## src/rtl/mem_access_ctrl.sv

```systemverilog
// MEM-stage data-RAM request/response sequencer with registered read word.
// Define MEM_ALIGN_CHECK_EN to trap misaligned word/halfword accesses.
module mem_access_ctrl #(
  parameter int ADDR_WIDTH = 32,
  parameter int DATA_WIDTH = 32
) (
  input  logic                    clk,
  input  logic                    rst,
  input  logic                    stall_current_stage,
  input  logic                    mem_read_flag,
  input  logic                    mem_write_flag,
  input  logic [DATA_WIDTH/8-1:0] mem_sel,
  input  logic [ADDR_WIDTH-1:0]   mem_addr,
  input  logic [DATA_WIDTH-1:0]   mem_write_data,
  output logic                    ram_en,
  output logic [DATA_WIDTH/8-1:0] ram_write_en,
  output logic [ADDR_WIDTH-1:0]   ram_addr,
  output logic [DATA_WIDTH-1:0]   ram_write_data,
  input  logic                    ram_addr_ok,
  input  logic                    ram_data_ok,
  input  logic [DATA_WIDTH-1:0]   ram_read_data,
  output logic [DATA_WIDTH-1:0]   ram_read_data_out,
  output logic                    stall_request,
  output logic                    addr_error
);

  localparam int SW = DATA_WIDTH / 8;

  typedef enum logic [1:0] {
    S_IDLE,
    S_REQ,
    S_WAIT,
    S_DONE
  } state_t;

  state_t                r_state;
  logic [DATA_WIDTH-1:0] r_rdata;

  logic w_pending;
  logic w_err;
  logic w_issue;
  logic w_req;
  logic w_wait;

  assign w_pending = mem_read_flag | mem_write_flag;

`ifdef MEM_ALIGN_CHECK_EN
  logic w_full;
  logic w_half;
  logic w_mis;

  assign w_full = (mem_sel == {SW{1'b1}});
  assign w_half = (mem_sel == SW'(4'b0011)) |
                  (mem_sel == SW'(4'b1100));
  assign w_mis  = (w_full & (mem_addr[1:0] != 2'b00)) |
                  (w_half & mem_addr[0]);
  assign w_err  = rst & w_pending & w_mis;
`else
  logic w_unused_lo;

  assign w_unused_lo = &{1'b0, mem_addr[1:0]};
  assign w_err       = 1'b0;
`endif

  assign w_req   = (r_state == S_REQ);
  assign w_wait  = (r_state == S_WAIT);
  assign w_issue = (r_state == S_IDLE) & w_pending & ~w_err;

  // Request fields follow the MEM inputs, which the stall keeps stable.
  assign ram_en         = rst & (w_issue | w_req);
  assign ram_write_en   = (ram_en & mem_write_flag) ? mem_sel : '0;
  assign ram_addr       = {mem_addr[ADDR_WIDTH-1:2], 2'b00};
  assign ram_write_data = mem_write_data;

  assign stall_request     = rst & (w_issue | w_req | w_wait);
  assign addr_error        = w_err;
  assign ram_read_data_out = r_rdata;

  always_ff @(posedge clk or negedge rst) begin
    if (!rst) begin
      r_state <= S_IDLE;
      r_rdata <= '0;
    end else begin
      unique case (r_state)
        S_IDLE: begin
          if (w_issue) begin
            r_state <= ram_addr_ok ? S_WAIT : S_REQ;
          end
        end
        S_REQ: begin
          if (ram_addr_ok) begin
            r_state <= S_WAIT;
          end
        end
        S_WAIT: begin
          if (ram_data_ok) begin
            r_rdata <= ram_read_data;
            r_state <= S_DONE;
          end
        end
        S_DONE: begin
          if (!stall_current_stage) begin
            r_state <= S_IDLE;
          end
        end
        default: r_state <= S_IDLE;
      endcase
    end
  end

endmodule

```

## config.mk

```make
export PLATFORM = sky130hd
export DESIGN_NAME = mem_access_ctrl
export DESIGN_NICKNAME = d
export VERILOG_FILES = /design/src/rtl/mem_access_ctrl.sv
export SDC_FILE = /design/constraint.sdc
export NUM_CORES = 1
export LEC_CHECK = 0
export ABC_AREA = 1
export BUFFER_PORTS_ARGS = -buffer_cell sky130_fd_sc_hd__buf_2
export CAP_MARGIN = 25
export CORE_MARGIN = 4
export CORE_UTILIZATION = 33
export CTS_CLUSTER_DIAMETER = 100
export CTS_CLUSTER_SIZE = 20
export DETAILED_ROUTE_END_ITERATION = 8
export PLACE_DENSITY = 0.79
export SLEW_MARGIN = 30
export SYNTH_ARGS = -nofsm -noshare
export SYNTH_HDL_FRONTEND = slang
export SYNTH_SLANG_ARGS = --single-unit
```

## constraint.sdc

```tcl
create_clock -name clk -period 1.45 [get_ports clk]
set_input_delay 0.3625 -clock clk [delete_from_list [all_inputs] [get_ports clk]]
set_output_delay 0.3625 -clock clk [all_outputs]
set_load 0.1 [all_outputs]
```

* Word-level counts from Yosys, hierarchy flattened
Index checks and enable logic that the tools add are counted.
** Storage, ports and cells
- Output and inout bits :: 103
- Bits of input ports :: 107
- Register bits :: 34
- Logic and storage cells :: 26
** Operators by class
- Reductions and logical operators :: 3
- Mux-type cells :: 7
- Bitwise gates (word level) :: 7
- Equality and inequality tests :: 7
** Operators with widths (number)
- 2-to-1 mux 2 bit :: 5
- inequality test 2 bit (second input constant) :: 4
- case mux 2 bit (4 select lines) :: 1
- AND 1 bit :: 4
- == test 2 bit (second input constant) :: 2
- 2-to-1 mux 4 bit :: 1
- AND reduction 4 bit :: 1
- bitwise OR 1 bit :: 3
- == test 2 x 1 -> 1 bit (second input constant) :: 1
- zero test 2 bit :: 1
- AND reduction 2 bit :: 1

* Longest topological paths before layout
- Depth after elaboration :: 6
- Gate-level depth with buffers :: 7
- Depth with buffers taken out :: 7

* Worst setup path after synthesis
Ideal clock, no wire load.
- Kind :: reg2out
- From :: register r_state[0]
- To :: output port stall_request
- Data required time :: 1087 ps
- Path buffers :: 0
- Stages on the path, launching flop included :: 7
- Arrival time :: 2947 ps
- Path slack :: -1859 ps
- Cells stage by stage :: dfrtp_1 > inv_1 > ha_1 > inv_1 > nor2_1 > nor2_1 > o21ai_0
** Between the ends
- Cells in the longest elaborated chain, start to end :: 5
- Elaborated cells on any way between the ends :: 7
** Ends and longest elaborated chain
- from (decl) :: line 36 : state_t r_state;
- from (signal assigned) :: line 87 : r_state <= ram_addr_ok ? S_WAIT : S_REQ;
- zero test 2 bit :: line 67 : assign w_issue = (r_state == S_IDLE) & w_pending & ~w_err;
- AND 1 bit :: line 67
- bitwise OR 1 bit :: line 75 : assign stall_request = rst & (w_issue | w_req | w_wait);
- bitwise OR 1 bit (*) :: line 75
- AND 1 bit (*) :: line 75
- to (decl) :: line 23 : output logic stall_request,
Every way passes the cells marked *; elsewhere a longest branch is shown, timed or not.

* Worst setup path in the final report
- From :: register r_state[1]
- To :: output port ram_write_en[2]
** Between the ends
- Cells in the longest elaborated chain, start to end :: 6
- Elaborated cells on any way between the ends :: 7
** Ends and longest elaborated chain
- zero test 2 bit :: line 67
- AND 1 bit :: line 67
- bitwise OR 1 bit (*) :: line 70 : assign ram_en = rst & (w_issue | w_req);
- AND 1 bit (*) :: line 70
- AND 1 bit (*) :: line 71 : assign ram_write_en = (ram_en & mem_write_flag) ? mem_sel : '0;
- 2-to-1 mux 4 bit (*) :: line 71
- to (decl) :: line 16 : output logic [DATA_WIDTH/8-1:0] ram_write_en,
Marks and branches as above.

==> results.py <==
metrics = {
    "worst_setup_path": {
        "worstSetupStartpointType": "flop",
        "crit_arrival_ns": 1.57,
        "critPathMaxFanout": 3,
        "path_class": "reg2out",
        "end_kind": "output port",
        "cp.required_ns": 1.09,
    },
    "sta": {
        "slew_viol_final": 0,
        "rsz0062_at_grt": "yes",
        "period_share": 1.33,
        "fin_worst_skew_ns": 0.00457,
        "max_freq_mhz": 519,
        "tns_ns": -5.16,
        "setup_viol": 38,
        "min_period_ns": 1.93,
        "hold_viol": 0,
        "fin_ws_ns": -0.478,
    },
    "clock_network": {
        "cts_tree": "built",
        "clk_pin_slew_worst_paths_ns": 0.07,
        "hold_buffers": 0,
        "cts.sinks": 34,
        "cts.path.max_buffers": 2,
        "cts-root-buf": "clkbuf_8",
        "h-tree-depth": 2,
        "clk_latency_ns": 0.28,
        "cts_buffers": 5,
    },
    "global_route": {
        "grt_max_degree": 25,
        "antenna_found_initial": 0,
        "grt.overflow.total": 0,
        "track_usage": 0.117,
        "grt_pass1_wl_um": 6760,
        "grt_pass1_vias": 1381,
    },
    "floorplanning": {
        "core_um2": 6030,
        "die_x_um": 87.5,
        "fp.dieH_um": 87.5,
        "start_util": 0.346,
        "die_area_um2": 7660,
        "pin_count": 210,
        "std_cell_rows": 28,
    },
    "final_layout": {
        "area_growth_pct": 34.3,
        "final_cell_mix": "45 x buf_2, 34 x dfrtp_1, 32 x mux2_4",
        "diodes": 0,
        "nNetsFinal": 336,
        "final_common_cell": "buf_2",
        "fillers": 530,
        "drive_gt1_frac": 0.720,
    },
    "logic_synthesis": {
        "syn-instance-count": 180,
        "syn_area_per_cell_um2": 11.6,
        "yosys_most_used_dff": "dfrtp_1",
        "async_reset_ff_frac": 1.00,
        "yosysUniqueCellTypes": 16,
        "synth_top_area_frac": 0.408,
        "syn_area_um2": 2090,
        "synth_edf_count": 0,
        "synth_area_leaders": "dfrtp_1 41%, buf_4 23%, mux2_4 22%",
        "yosysSeqAreaShare": 0.408,
        "synth_warnings": 0,
        "synth_top_area_cell": "dfrtp_1",
        "ys_seq_elements": 34,
    },
    "routing": {
        "routed_wl_um": 4490,
        "postRouteAntennaNets": 0,
        "drt-wirelength-per-cell_um": 15.0,
        "drtIter0Drc": 8,
        "vias": 1306,
        "drc": 0,
        "vias_per_cell": 4.35,
        "dr.pass1.iters": 4,
    },
    "run": {
        "max_cap_viol_count": 0,
    },
    "place": {
        "port_buffers": 80,
        "dpl.hpwl_um": 3380,
        "gp_congestion": 0.674,
    },
    "outcome": {
        "status": "finished, violations left",
        "violations": "negative setup slack",
    },
    "min_path": {
        "hold_class": "in2async",
    },
}
area by class of cell:
class                      count  area (um^2)  area share
sequential                    34          851       0.304
clock buffer                   5         68.8      0.0246
clock inverter                 3         40.0      0.0143
multi-input combinational     69          797       0.285
inverter                      11         41.3      0.0147
tap                           75         93.8      0.0335
timing repair buffer         103          908       0.324
sequential cells by signal, indices dropped and copies added (netlist names):
name and cells:
r_state 2, ram_read_data_out 32
cell families after synthesis:
kind of cell    synth area share
fa+ha+maj                 0.0300
simple gates              0.0420
other cells              0.00180
mux                        0.227
flops                      0.408
buf+inv                    0.270
compound gates            0.0216
stage by stage:
step / hold slack (ns) / utilization / instance area, um^2 / worst slack [ns] / std cells
2_1_floorplan: 0.0669 / - / 2150 / -0.453 / 182
3_3_place_gp: 0.319 / 0.406 / 2440 / -0.149 / 283
3_5_place_dp: 0.316 / 0.406 / 2440 / -0.174 / 283
4_1_cts: 0.00486 / 0.454 / 2730 / -0.478 / 300
5_1_grt: 0.00946 / 0.465 / 2800 / -0.556 / 300
6_report: 0.0164 / 0.465 / 2800 / -0.478 / 300
synth_stat cells (2+ instances only):
library cell and count:
dfrtp_1 34, nand3_1 2, buf_6 3, mux2_2 2
nand2_1 9, inv_1 11, buf_4 65, nor2_1 10
o21bai_1 2, o21ai_0 3, mux2_4 30, ha_1 5
per-layer routing:
metal	track usage	up-vias	wire, um
li1	-	591	-
met1	0.122	616	1590
met2	0.200	66	2320
met3	0.0445	33	433
met4	0.0697	0	149
met5	0	-	0
path summary, 6_finish.rpt:
check                                                   from  slack [ns]  depth (start not counted)                                end
min reg2reg                ram_read_data_out[21]$_DFFE_PN0P_        0.51                          1  ram_read_data_out[21]$_DFFE_PN0P_
max reg2reg                           r_state[0]$_DFFE_PN0P_       -0.14                          8  ram_read_data_out[28]$_DFFE_PN0P_
min                                                      rst        0.02                          2  ram_read_data_out[12]$_DFFE_PN0P_
max in group asynchronous                                rst        1.08                          2  ram_read_data_out[15]$_DFFE_PN0P_
max                                   r_state[1]$_DFFE_PN0P_       -0.48                          6                    ram_write_en[2]
min in group clk                            ram_read_data[7]        0.31                          2   ram_read_data_out[7]$_DFFE_PN0P_
worst max-delay path: stages (launching register included):
cell	delay [ns]
dfrtp_1	0.37
inv_2	0.06
ha_2	0.20
o211ai_1	0.24
buf_4	0.21
nor2_4	0.04
buf_12	0.15
repair_timing:
item / CTS / global route
cloned: 2 / 0
resized for setup: 13 / 30
setup endpoints to repair: 38 / 60
pin swaps: 5 / 7
buffers inserted: 7 / 1
Power is left out: the tool's default activity adds up to more than one toggle a clock period on the data nets, which glitch-free logic cannot reach.
